--- src/rtl/q2a03_pkg.sv ---
// Shared types and constants for the 2A03 joypad port.
// Used by q2a03_joypad_shifter and q2a03_joypad_port.
package q2a03_pkg;

  typedef logic [7:0] reg8_type;
  typedef logic [3:0] reg4_type;

  localparam logic [15:0] JOYPAD_BASE = 16'h4016;

  typedef enum logic [1:0] {
    ST_STROBE,
    ST_LATCHED,
    ST_SHIFTING,
    ST_EXHAUSTED
  } shifter_state_e;

endpackage

--- src/rtl/q2a03_joypad_shifter.sv ---
// One joypad 4021-style shift register with strobe reload and read count.
// Reads past the eighth bit return 1.
module q2a03_joypad_shifter
  import q2a03_pkg::*;
(
  input  logic     clk,
  input  logic     rst,
  input  logic     strobe,
  input  logic     rd,
  input  reg8_type buttons,
  output logic     data
);

  shifter_state_e state, state_nx;
  reg8_type       sreg, sreg_nx;
  reg4_type       cnt, cnt_nx;

  always_ff @(posedge clk or posedge rst) begin
    if (rst) begin
      state <= ST_EXHAUSTED;
      sreg  <= 8'hFF;
      cnt   <= 4'd8;
    end else begin
      state <= state_nx;
      sreg  <= sreg_nx;
      cnt   <= cnt_nx;
    end
  end

  always_comb begin
    state_nx = state;
    sreg_nx  = sreg;
    cnt_nx   = cnt;
    if (strobe) begin
      state_nx = ST_STROBE;
      sreg_nx  = buttons;
      cnt_nx   = 4'd0;
    end else begin
      unique case (state)
        ST_STROBE: state_nx = ST_LATCHED;
        ST_LATCHED, ST_SHIFTING: begin
          if (rd) begin
            sreg_nx  = {1'b1, sreg[7:1]};
            cnt_nx   = cnt + 4'd1;
            state_nx = (cnt_nx == 4'd8) ? ST_EXHAUSTED
                                        : ST_SHIFTING;
          end
        end
        ST_EXHAUSTED: begin
          if (rd) sreg_nx = {1'b1, sreg[7:1]};
        end
        default: state_nx = ST_EXHAUSTED;
      endcase
    end
  end

  // While strobed the pad is transparent: A is seen live.
  assign data = (state == ST_STROBE) ? buttons[0] : sreg[0];

endmodule

--- src/rtl/q2a03_joypad_port.sv ---
// CPU-side joypad port: bus decode, phy2 edge detect, strobe, read mux.
// Define Q2A03_JOYPAD_PAD2_EN to build the second pad shifter.
module q2a03_joypad_port
  import q2a03_pkg::*;
#(
  parameter logic [15:0] BASE_ADDR = JOYPAD_BASE,
  parameter logic [7:0]  OPEN_BUS  = 8'h40
) (
  input  logic        G_clock,
  input  logic        G_reset,
  input  logic        G_phy2,
  input  logic [15:0] G_addr,
  input  logic        G_rdwr,
  input  logic [7:0]  G_wr_data,
  output logic [7:0]  G_rd_data,
  output logic        G_rd_en,
  input  logic [7:0]  pad1_buttons,
  input  logic [7:0]  pad2_buttons
);

  localparam logic [15:0] PAD2_ADDR = BASE_ADDR + 16'd1;

  logic phy2_q;
  logic strobe;
  logic done;
  logic hit1;
  logic hit2;
  logic pad1_bit;
  logic pad2_bit;
  logic wr_unused;

  assign done = phy2_q & ~G_phy2;
  assign hit1 = (G_addr == BASE_ADDR);
  assign hit2 = (G_addr == PAD2_ADDR);
  assign wr_unused = ^G_wr_data[7:1];

  always_ff @(posedge G_clock or posedge G_reset) begin
    if (G_reset) begin
      phy2_q <= 1'b0;
      strobe <= 1'b0;
    end else begin
      phy2_q <= G_phy2;
      if (done && !G_rdwr && hit1) strobe <= G_wr_data[0];
    end
  end

  q2a03_joypad_shifter u_pad1 (
    .clk     (G_clock),
    .rst     (G_reset),
    .strobe  (strobe),
    .rd      (done & G_rdwr & hit1),
    .buttons (pad1_buttons),
    .data    (pad1_bit)
  );

`ifdef Q2A03_JOYPAD_PAD2_EN
  q2a03_joypad_shifter u_pad2 (
    .clk     (G_clock),
    .rst     (G_reset),
    .strobe  (strobe),
    .rd      (done & G_rdwr & hit2),
    .buttons (pad2_buttons),
    .data    (pad2_bit)
  );
`else
  logic pad2_unused;
  assign pad2_unused = ^pad2_buttons;
  assign pad2_bit    = 1'b0;
`endif

  assign G_rd_en   = G_phy2 & G_rdwr & (hit1 | hit2);
  assign G_rd_data = G_rd_en ? {OPEN_BUS[7:1], hit1 ? pad1_bit : pad2_bit}
                             : 8'h00;

endmodule

--- config.mk ---
export PLATFORM = sky130hd
export DESIGN_NAME = q2a03_joypad_port
export DESIGN_NICKNAME = d
export VERILOG_FILES = /design/src/rtl/q2a03_pkg.sv /design/src/rtl/q2a03_joypad_shifter.sv /design/src/rtl/q2a03_joypad_port.sv
export SDC_FILE = /design/constraint.sdc
export NUM_CORES = 1
export LEC_CHECK = 0
export ABC_AREA = 1
export BUFFER_PORTS_ARGS = -buffer_cell sky130_fd_sc_hd__buf_2
export CAP_MARGIN = 0
export CORE_AREA = 4 4 54 60
export DETAILED_ROUTE_END_ITERATION = 7
export DIE_AREA = 0 0 58 64
export PLACE_DENSITY = 0.78
export SYNTH_ARGS = -nofsm -noshare
export SYNTH_HDL_FRONTEND = slang
export SYNTH_SLANG_ARGS = --single-unit
--- constraint.sdc ---
create_clock -name G_clock -period 1.6 [get_ports G_clock]
set_clock_uncertainty 0.1 [all_clocks]
set_input_delay 0.16 -clock G_clock [delete_from_list [all_inputs] [get_ports G_clock]]
set_output_delay 0.16 -clock G_clock [all_outputs]
set_load 0.02 [all_outputs]
### Word level (Yosys, flattened, before mapping)

Cells that the tools add are included.

* bits in writable memories: 0
* memories kept: 0
* latch bits: 0
* register bits: 16
* memory bits (read-only): 0
* bits of input ports: 44
* word-level logic and storage cells: 46

* mux-type cells: 13
* reduce and logical (&&, ||, !) cells: 13
* $mul: 0
* bitwise logic cells: 7
* equality and inequality tests: 7
* shift-type cells: 0
* add/subtract/negate cells: 1
* div/mod/pow operators: 0
* $lt $le $gt $ge: 0

Operators by type and width (count)
* 16-bit by 15-bit == test with 1-bit output (second input constant): 2
* 8-bit two-way mux: 3
* 4-bit two-way mux: 3
* 7-bit two-way mux: 1
* 2-bit AND reduction: 3
* 2-bit nonzero test: 3
* 1-bit bitwise AND: 5
* 4-bit by 1-bit adder with 4-bit output (second input constant): 1
* 2-bit == test (second input constant): 2
* 4-bit == test (second input constant): 1
* 2-bit two-way mux: 2
* 2-bit one-hot mux with 2 select lines: 1
* 1-bit two-way mux: 3
* 3-bit by 2-bit inequality test with 1-bit output (second input constant): 1
* 3-bit nonzero test: 1
* 3-bit OR reduction: 1
* 2-bit by 1-bit == test with 1-bit output (second input constant): 1
* 1-bit logical AND: 2
* 2-bit zero test: 1
* 2-bit OR reduction: 1
* 1-bit zero test: 1
* 1-bit inverter: 1
* 1-bit OR: 1

### Logic depth before layout (Yosys ltp)

Gate-level depths: netlist (run 1).

* depth in word-level cells: 7
* depth in mapped cells: 8
* gate-level depth less buffers: 8

### By module

From an unflattened synthesis (run 1), not the netlist that was laid out.

* cell total of the unflattened synthesis: 129
* area total of the unflattened synthesis: 1013.5 µm²

Modules (own cells, without submodules)
* q2a03_joypad_shifter: area an instance 759.5 µm², instances 1, sequential area each 364.1 µm², cells an instance 84
* q2a03_joypad_port: area an instance 254.0 µm², instances 1, sequential area each 50.0 µm², cells an instance 45

### Least setup slack after synthesis (run 1)

Ideal clock, no wire load.

* path type: reg-to-output
* from: register u_pad1.state[0]
* to: output port G_rd_data[0]
* path slack: -179 ps
* arrival time: 1519 ps
* required time: 1340 ps
* buffers on the path: 0
* stages on the path, launching flop included: 6
* path through: dfstp_2 > inv_1 > ha_1 > inv_1 > nand2_1 > a211oi_1

* word-level cells in the longest chain between the ends: 4

Ends and longest elaborated chain
* start: declaration: line q2a03_joypad_shifter.sv:14 `shifter_state_e state, state_nx;`
* start signal: assignment: line q2a03_joypad_shifter.sv:24 `state <= state_nx;`
* 2-bit zero test: line q2a03_joypad_shifter.sv:58 `assign data = (state == ST_STROBE) ? buttons[0] : sreg[0];`
* 1-bit two-way mux: line q2a03_joypad_shifter.sv:58
* 1-bit two-way mux: line q2a03_joypad_port.sv:72 `assign G_rd_data = G_rd_en ? {OPEN_BUS[7:1], hit1 ? pad1_bit : pad2_bit}`
* 7-bit two-way mux: line q2a03_joypad_port.sv:72
* end: declaration: line q2a03_joypad_port.sv:15 `output logic [7:0] G_rd_data,`

Every way passes these cells.

### Worst setup path in the final report (run 1)

* from: register u_pad1.state[1]
* to: output port G_rd_data[0]

Same word-level chain as after synthesis.

==> metrics.yaml, run 1 <==
run_status:
  status: "complete, but fails checks"
  violations: "setup timing"
logic_synthesis:
  yosys_warnings: 0
  synth_edf_count: 0
  synthCells: 159
  synthFlopType: "dfstp_2"
  synth_area_um2: 1170
  postSynthAreaPerCell_um2: 7.34
  synth_cell_type_count: 26
  synth_top_cell_area_share: 0.248
  yosys-top-cells-area: "dfstp_2, nand2_1, dfrtp_1, nand3_1, buf_4"
  synth-seq-cells: 16
  yosysTopAreaCell: "dfstp_2"
  async_flop_share: 1.00
  ys_seq_area_frac: 0.355
floorplan:
  rows: 20
  dieArea_um2: 3710
  die_h_um: 64
  initial_core_util: 0.432
  core_um2: 2700
  die_width_um: 58
  ios: 53
cells_and_area:
  nNetsFinal: 241
  final_cell_mix: "nand2_1, buf_2, nand3_1, inv_1"
  areaGrowthSynthToFinish_pct: 22.4
  drive_above_1_share: 0.356
  antenna_cells: 0
  fillCellCount: 259
  final_common_cell: "nand2_1"
  layoutNonFillerInstCount: 227
place:
  dpl.cell_count: 221
  finalWeightedCongestion: 0.745
  numPortBuffers: 31
  hpwlAfterDp_mm: 1.84
clock_network:
  cts_setup_buffers: 0
  cts_buffers: 3
  clk_pin_slew_ns: 0.10
  clock-sinks: 16
  clock_path_buffers: 2
  clk_latency_ns: 0.28
  cts_tree: "built"
  h-tree-depth: 1
  cts-root-buf: "clkbuf_4"
global_route:
  grt_pass1_vias: 1088
  grt_max_degree: 18
  track_usage: 0.143
  grt_pass1_wl_mm: 4.33
  antenna_found_initial: 0
  overflow: 0
pwr:
  p_per_area_nw_per_um2: 534
  power_frac_seq: 0.535
  switchingPower_mw: 0.182
  p_int_mw: 0.581
  swShare: 0.239
  p_total_mw: 0.763
  power_frac_comb: 0.113
  p_leak_nw: 0.796
  clock_power_share: 0.352
  vdd_drop_max_uv: 692
worst_hold_path:
  hold_start: "pad1_buttons[7]"
  hold_depth: 3
  holdCritPathClass: "in2reg"
  hold_end: "u_pad1.sreg[7]"
sta:
  fin_crit_ns: 1.73
  slew_headroom: 0.607
  max_freq_ghz: 0.577
  period_share: 1.08
  worst_pin_slew_ns: 0.588
  timing_hold_violations_final: 0
  slew_violations: 0
  rsz0062_at_grt: "true"
  setup_slack_ns: -0.133
  finalSetupViolations: 1
setup_path:
  worstPathRequired_ns: 1.34
  crit_type: "reg2out"
  startpoint_type: "flop"
  critPathCaptureType: "output pin"
  crit-reg2reg-launch: "u_pad1.state[1]"
  crit_family: "flip-flops"
  worst_path_max_delay_cell: "dfstp_2"
  reg2reg_setup_slack_ns: 0.18
  rr_worst_depth: 6
  slowest_delay_ns: 0.55
  cp_common_cell: "inv_2"
  rr_endpoint: "u_pad1.sreg[0]"
  cp.arrival_ns: 1.47
  worst-path-buf-inv: 3
  crit_fanout: 2
  crit_chain: "inv_2 > ha_4 > inv_2 > nand2_2 > a211oi_4 > buf_6"
drt:
  wl_per_cell_um: 10.5
  avgViaCountPerCell: 4.88
  drt-pass1-iter-count: 6
  wirelength_mm: 2.39
  ant_nets: 0
  dr.first_iter.drc_count: 33
  vias: 1107
  drc: 0
job:
  maxCapViolCount: 0
## Yosys cell counts (2+ instances only)
cell type  count
a21oi_1        2
nor2_8         2
inv_1         16
o21ai_1        3
ha_1           2
buf_4          8
nand3_1       23
nor3_1         2
nand4_1        5
nor2_2         2
nand2_1       51
nand2_2        3
nand4_4        2
nor2_1        11
dfstp_2       11
buf_2          2
dfrtp_1        5
## per-stage QoR
stage / utilization / instance area (um^2) / setup TNS, ns / hold WS, ns / setup WS (ns)
2_1_floorplan: - / 1200 / 0 / -0.0341 / 0.0161
3_3_place_gp: 0.500 / 1350 / 0 / 0.157 / 0.0317
3_5_place_dp: 0.500 / 1350 / 0 / 0.157 / 0.0236
4_1_cts: 0.529 / 1430 / -0.142 / 0.00394 / -0.142
5_1_grt: 0.529 / 1430 / -0.217 / 0.0249 / -0.217
6_report: 0.529 / 1430 / -0.133 / 0.00622 / -0.133
## worst max-delay path by stage
| stage | startpoint | end | slack (ns) | depth (start not counted) |
|---|---|---|---|---|
| CTS | u_pad1.state[1] | G_rd_data[0] | -0.14 | 6 |
| detailed placement | u_pad1.state[0] | G_rd_data[0] | 0.02 | 6 |
| floorplan | G_addr[11] | G_rd_data[6] | 0.02 | 6 |
| global placement | u_pad1.state[0] | G_rd_data[0] | 0.03 | 6 |
| finish | u_pad1.state[1] | G_rd_data[0] | -0.13 | 6 |
| global route | u_pad1.state[0] | G_rd_data[0] | -0.22 | 6 |
## state kept, by name, indices dropped and copies added, names as in the netlist
name / flops
u_pad1.sreg: 8
u_pad1.cnt: 4
u_pad1.state: 2
phy2_q: 1
strobe: 1
## cell type report
type                       instances  area [um^2]  share of cell area
multi-input combinational        119          658               0.461
sequential                        16          414               0.290
timing repair buffer              37          211               0.148
inverter                          18         67.6              0.0473
tap                               33         41.3              0.0289
clock buffer                       4         36.3              0.0254
## kinds of logic after synthesis
family                   after synthesis  share of synthesized area
other                                  1                    0.00321
flip-flops                            16                      0.355
AO/OA/AOI/OAI                          7                     0.0343
adder cells (fa/ha/maj)                2                     0.0214
AND/OR/NAND/NOR                      104                      0.465
buffers and inverters                 29                      0.121
## timing repair
action                     CTS  global route
hold endpoints to repair     6             0
pin swaps                    2             0
setup endpoints to repair    1             1
hold buffers                 2             0
gates resized for setup      8             0
## layer usage
| metal | global-route usage | wire, um |
|---|---|---|
| met5 | 0 | 0 |
| met4 | 0.0522 | 12 |
| met3 | 0.0182 | 101 |
| met2 | 0.266 | 1320 |
| met1 | 0.163 | 956 |
## worst reg2reg max path: cells and delay by family (launching register included)
kind / cells / cell delay, ns
flops: 1 / 0.55
fa+ha+maj: 1 / 0.15
buf+inv: 2 / 0.17
simple gates: 3 / 0.39
## power groups by stage
stage                     Combinational [mW]  Sequential, mW  Clock, mW
after floorplan                       0.0546           0.414          0
final                                 0.0865           0.408      0.269
after global placement                0.0818           0.414          0
after CTS                             0.0874           0.408      0.272
after global routing                  0.0979           0.408      0.298
after detailed placement              0.0835           0.415          0
No activity file was read; power rests on OpenSTA's default activity.
==> run 2: changes to the inputs <==
--- a/config.mk
+++ b/config.mk
@@ -8,10 +8,12 @@
 export ABC_AREA = 1
 export BUFFER_PORTS_ARGS = -buffer_cell sky130_fd_sc_hd__buf_2
 export CAP_MARGIN = 0
-export CORE_AREA = 4 4 54 60
+export CELL_PAD_IN_SITES_DETAIL_PLACEMENT = 0
+export CELL_PAD_IN_SITES_GLOBAL_PLACEMENT = 1
+export CORE_AREA = 4 4 63 71
 export DETAILED_ROUTE_END_ITERATION = 7
-export DIE_AREA = 0 0 58 64
-export PLACE_DENSITY = 0.78
+export DIE_AREA = 0 0 67 75
+export PLACE_DENSITY = 0.79
 export SYNTH_ARGS = -nofsm -noshare
 export SYNTH_HDL_FRONTEND = slang
 export SYNTH_SLANG_ARGS = --single-unit
==> run 2 against run 1 <==
Compared with the run above:
- the flow still finishes with violations (setup timing)
- largest cell class unchanged
- wire length rose by 5.4%
- final cell count rose by 9.7%
- final area rose by 5.7%
- fmax rose by 1.9%
- non-clock buffer count rose by 3
- sequential share of layout area fell by 1.6 points
==> metrics.yaml, run 2 (synthesized netlist as in run 1, its figures left out) <==
clock_network:
  clock-sinks: 16
  clk_latency_ns: 0.25
  cts-root-buf: "clkbuf_8"
  cts_buffers: 3
  clock_path_buffers: 2
  cts_tree: "built"
  h-tree-depth: 1
  clk_pin_slew_ns: 0.06
global_route:
  overflow: 0
  grt_max_degree: 18
  track_usage: 0.110
  grt_pass1_vias: 1003
  grt_pass1_wl_mm: 4.31
  antenna_found_initial: 0
pwr:
  vdd_drop_max_uv: 368
  power_frac_comb: 0.102
  p_leak_nw: 0.822
  clock_power_share: 0.426
  swShare: 0.234
  switchingPower_mw: 0.203
  p_per_area_nw_per_um2: 573
  p_int_mw: 0.663
  power_frac_seq: 0.471
cells_and_area:
  stdcell_area_um2: 1510
  regMostFlops: "u_pad1.sreg"
  areaGrowthSynthToFinish_pct: 29.4
  drive_above_1_share: 0.376
  final_common_cell: "nand2_1"
  nNetsFinal: 244
  antenna_cells: 0
  final_cell_mix: "nand2_1, buf_2, nand3_1, inv_1"
  top_regs: "u_pad1.sreg (8), u_pad1.cnt (4), u_pad1.state (2)"
  fillCellCount: 424
  final_util: 0.396
  largest_reg_flops: 8
sta:
  slew_headroom: 0.592
  timing_hold_violations_final: 0
  period_share: 1.06
  holdWs_ns: 0.0426
  slew_violations: 0
  finalSetupViolations: 1
  setup_slack_ns: -0.100
  worst_pin_slew_ns: 0.612
  fin_crit_ns: 1.70
  rsz0062_at_grt: "true"
  max_freq_ghz: 0.588
setup_path:
  crit_chain: "inv_2 > ha_4 > inv_4 > nand2_4 > a211oi_4 > buf_6"
  slowest_delay_ns: 0.54
  startpoint_type: "flop"
  worstPathRequired_ns: 1.34
  worst_path_max_delay_cell: "dfstp_2"
  cp.arrival_ns: 1.44
  crit_type: "reg2out"
  crit_fanout: 2
  critPathCaptureType: "output pin"
floorplan:
  die_h_um: 75
  core_um2: 3810
  die_width_um: 67
  ios: 53
  dieArea_um2: 5030
  rows: 24
  initial_core_util: 0.306
drt:
  ant_nets: 0
  vias: 1060
  drt-pass1-iter-count: 4
  dr.first_iter.drc_count: 24
  wirelength_mm: 2.52
  wl_per_cell_um: 10.1
  drc: 0
  avgViaCountPerCell: 4.26
place:
  numPortBuffers: 31
  finalWeightedCongestion: 0.694
  dpl_cell_area_um2: 1390
  preCtsSetupSlack_ns: 0.0146
  hpwlAfterDp_mm: 1.92
job:
  maxCapViolCount: 0
run_status:
  status: "complete, but fails checks"
  violations: "setup timing"
worst_hold_path:
  holdCritPathClass: "in2reg"
-- run 2: cell types whose count changed in the layout (fill, tap and decap cells not counted), sizes merged --
cell | before | now
buf | 35 | 38
-- run 2: layout make-up --
class | instances | area [um^2] | share of cell area
multi-input cells | 119 | 669 | 0.443
flip-flops and latches | 16 | 414 | 0.274
repair buffers | 40 | 236 | 0.157
inverters | 18 | 70.1 | 0.0464
well taps | 52 | 65.1 | 0.0431
clock buffers | 4 | 55.1 | 0.0365
-- run 2: what timing repair did --
action / in CTS / in global routing
setup buffers: 0 / 1
gates resized for setup: 8 / 5
hold endpoints to repair: 6 / 0
endpoints found under the setup margin: 1 / 5
pin swaps: 2 / 0
hold buffers: 2 / 0
-- run 2: stage by stage --
step	instances	setup TNS, ns	power (mW)
floorplan	164	0	0.469
detailed placement	242	0	0.498
CTS	248	-0.110	0.868
global route	249	-0.153	0.899
global placement	242	0	0.497
finish	249	-0.100	0.865
-- run 2: final timing paths --
kind / startpoint / to / slack [ns] / cells after the start
max: u_pad1.state[1] / G_rd_data[0] / -0.10 / 6
min: pad1_buttons[7] / u_pad1.sreg[7] / 0.04 / 3
max reg2reg: u_pad1.state[0] / u_pad1.state[0] / 0.15 / 6
min reg2reg: u_pad1.sreg[3] / u_pad1.sreg[3] / 0.39 / 2
max in group asynchronous: G_reset / u_pad1.cnt[0] / 0.59 / 3
min in group asynchronous: G_reset / phy2_q / 0.41 / 3
-- run 2: power groups by stage --
stage | logic [mW] | clock network [mW] | registers, mW
6_report | 0.0886 | 0.369 | 0.408
5_1_grt | 0.0995 | 0.392 | 0.408
4_1_cts | 0.0878 | 0.372 | 0.408
3_5_place_dp | 0.0838 | 0 | 0.414
3_3_place_gp | 0.0830 | 0 | 0.414
2_1_floorplan | 0.0546 | 0 | 0.414
-- run 2: layer usage --
| metal | up-vias | GRT usage | routed length [um] |
|---|---|---|---|
| met3 | 4 | 0.0179 | 58 |
| met5 | - | 0 | 0 |
| met2 | 12 | 0.190 | 1340 |
| met4 | 0 | 0.0383 | 31 |
| met1 | 476 | 0.140 | 1090 |
| li1 | 568 | - | - |
-- run 2: worst max-delay path, delay by kind of cell (launching register included) --
kind	cells	cell delay, ns
flip-flops	1	0.54
buffers and inverters	3	0.25
AO/OA/AOI/OAI	1	0.20
adder cells (fa/ha/maj)	1	0.16
AND/OR/NAND/NOR	1	0.04
==> run 3: changes to the inputs <==
--- a/config.mk
+++ b/config.mk
@@ -8,12 +8,12 @@
 export ABC_AREA = 1
 export BUFFER_PORTS_ARGS = -buffer_cell sky130_fd_sc_hd__buf_2
 export CAP_MARGIN = 0
-export CELL_PAD_IN_SITES_DETAIL_PLACEMENT = 0
-export CELL_PAD_IN_SITES_GLOBAL_PLACEMENT = 1
-export CORE_AREA = 4 4 63 71
+export CELL_PAD_IN_SITES_DETAIL_PLACEMENT = 1
+export CELL_PAD_IN_SITES_GLOBAL_PLACEMENT = 2
+export CORE_AREA = 4 4 72 81
 export DETAILED_ROUTE_END_ITERATION = 7
-export DIE_AREA = 0 0 67 75
-export PLACE_DENSITY = 0.79
+export DIE_AREA = 0 0 76 85
+export PLACE_DENSITY = 0.78
 export SYNTH_ARGS = -nofsm -noshare
 export SYNTH_HDL_FRONTEND = slang
 export SYNTH_SLANG_ARGS = --single-unit
==> run 3 against run 2 <==
Compared with the run above:
- the run still ends with setup timing left
- clock-buffer cell count stayed put
- fmax is 1.0% lower
- critical path depth stayed put
- first-iteration DRC count is 46% lower
- sequential power hardly changed
- die area is 29% higher
==> metrics.yaml, run 3 (synthesized netlist as in run 1, its figures left out) <==
global_route:
  grt_pass1_wl_mm: 5.41
  overflow: 0
  grt_max_degree: 18
  track_usage: 0.103
  antenna_found_initial: 0
  grt_pass1_vias: 1180
drt:
  avgViaCountPerCell: 4.37
  wirelength_mm: 3.14
  drt-pass1-iter-count: 2
  wl_per_cell_um: 12.3
  dr.first_iter.drc_count: 13
  drc: 0
  vias: 1118
  ant_nets: 0
setup_path:
  slowest_delay_ns: 0.54
  cp.arrival_ns: 1.46
  crit_type: "reg2out"
  crit_fanout: 2
  worst_path_max_delay_cell: "dfstp_2"
  critPathCaptureType: "output pin"
  crit_chain: "inv_2 > ha_4 > inv_2 > nand2_2 > a211oi_4 > buf_6"
  cp_common_cell: "inv_2"
  startpoint_type: "flop"
  worstPathRequired_ns: 1.34
pwr:
  p_per_area_nw_per_um2: 580
  p_leak_nw: 0.824
  vdd_drop_max_uv: 443
floorplan:
  rows: 27
  die_width_um: 76
  initial_core_util: 0.235
  ios: 53
  dieArea_um2: 6460
  die_h_um: 85
  core_um2: 4970
cells_and_area:
  final_cell_mix: "nand2_1, buf_2, nand3_1, inv_1"
  stdcell_area_um2: 1510
  largest_reg_flops: 8
  final_common_cell: "nand2_1"
  fillCellCount: 636
  antenna_cells: 0
  areaGrowthSynthToFinish_pct: 29.3
  regMostFlops: "u_pad1.sreg"
  drive_above_1_share: 0.369
  top_regs: "u_pad1.sreg (8), u_pad1.cnt (4), u_pad1.state (2)"
  nNetsFinal: 245
clock_network:
  cts_tree: "built"
  clock-sinks: 16
  h-tree-depth: 1
  clk_latency_ns: 0.25
  clk_pin_slew_ns: 0.07
  cts-root-buf: "clkbuf_8"
  clock_path_buffers: 2
  cts_buffers: 3
run_status:
  violations: "setup timing"
  status: "complete, but fails checks"
place:
  preCtsSetupSlack_ns: 0.00973
  numPortBuffers: 31
  finalWeightedCongestion: 0.719
  hpwlAfterDp_mm: 2.43
  dpl_cell_area_um2: 1410
worst_hold_path:
  holdCritPathClass: "in2reg"
sta:
  fin_crit_ns: 1.72
  rsz0062_at_grt: "true"
  finalSetupViolations: 1
  period_share: 1.07
  setup_slack_ns: -0.118
  slew_violations: 0
  timing_hold_violations_final: 0
  max_freq_ghz: 0.582
job:
  maxCapViolCount: 0
==> run 3: changes by cell type in the layout (fill, tap and decap cells not counted), sizes merged <==
| cell | previous run | this run |
|---|---|---|
| buf | 38 | 39 |
==> run 3: worst paths after layout <==
check | from | slack [ns] | end | cells after the start
setup reg to reg | u_pad1.state[1] | 0.13 | u_pad1.sreg[4] | 6
hold reg to reg | u_pad1.sreg[1] | 0.39 | u_pad1.sreg[1] | 2
hold / removal | pad1_buttons[7] | 0.04 | u_pad1.sreg[7] | 3
min in group asynchronous | G_reset | 0.36 | phy2_q | 4
max in group asynchronous | G_reset | 0.79 | u_pad1.cnt[3] | 4
setup / recovery | u_pad1.state[1] | -0.12 | G_rd_data[0] | 6
==> run 3: worst max-delay path, delay by kind of cell, from the launching register on <==
| kind | cells | cell delay [ns] |
|---|---|---|
| buf+inv | 3 | 0.25 |
| simple gates | 1 | 0.05 |
| compound gates | 1 | 0.20 |
| fa+ha+maj | 1 | 0.16 |
| flops | 1 | 0.54 |
==> run 3: layer usage <==
layer,vias up,routed length (um),global-route usage,part of all wire
met5,-,0,0,0
met4,0,52,0.0388,0.017
met3,5,77,0.0202,0.025
met2,12,1720,0.193,0.55
met1,529,1290,0.112,0.41
li1,572,-,-,-
==> run 3: cell type report <==
cell class	count	area, um^2	area share
repair buffers	41	241	0.160
well taps	58	72.6	0.0481
flip-flops and latches	16	414	0.274
clock buffers	4	55.1	0.0365
inverters	18	67.6	0.0448
multi-input cells	119	658	0.436
==> run 3: power by group <==
part / switching [mW] / internal, mW / total [mW]
clock network: 0.157 / 0.219 / 0.376
registers: 0.000580 / 0.407 / 0.408
logic: 0.0536 / 0.0371 / 0.0907
total: 0.212 / 0.663 / 0.875
==> run 3: what timing repair did <==
action	CTS	global route
pin swaps	2	0
endpoints found under the hold margin	6	0
hold buffers	2	0
setup endpoints to repair	1	2
gates resized for setup	8	0
buffers inserted	0	0
==> run 3: per-stage QoR <==
stage	power (mW)	cells	hold slack (ns)	setup TNS [ns]	utilization
after floorplan	0.469	164	-0.0341	0	-
after global placement	0.501	250	0.0814	0	0.284
after detailed placement	0.502	250	0.0883	0	0.284
after CTS	0.891	256	0.0398	-0.124	0.304
after global routing	0.915	256	0.0558	-0.190	0.304
final	0.875	256	0.0388	-0.118	0.304
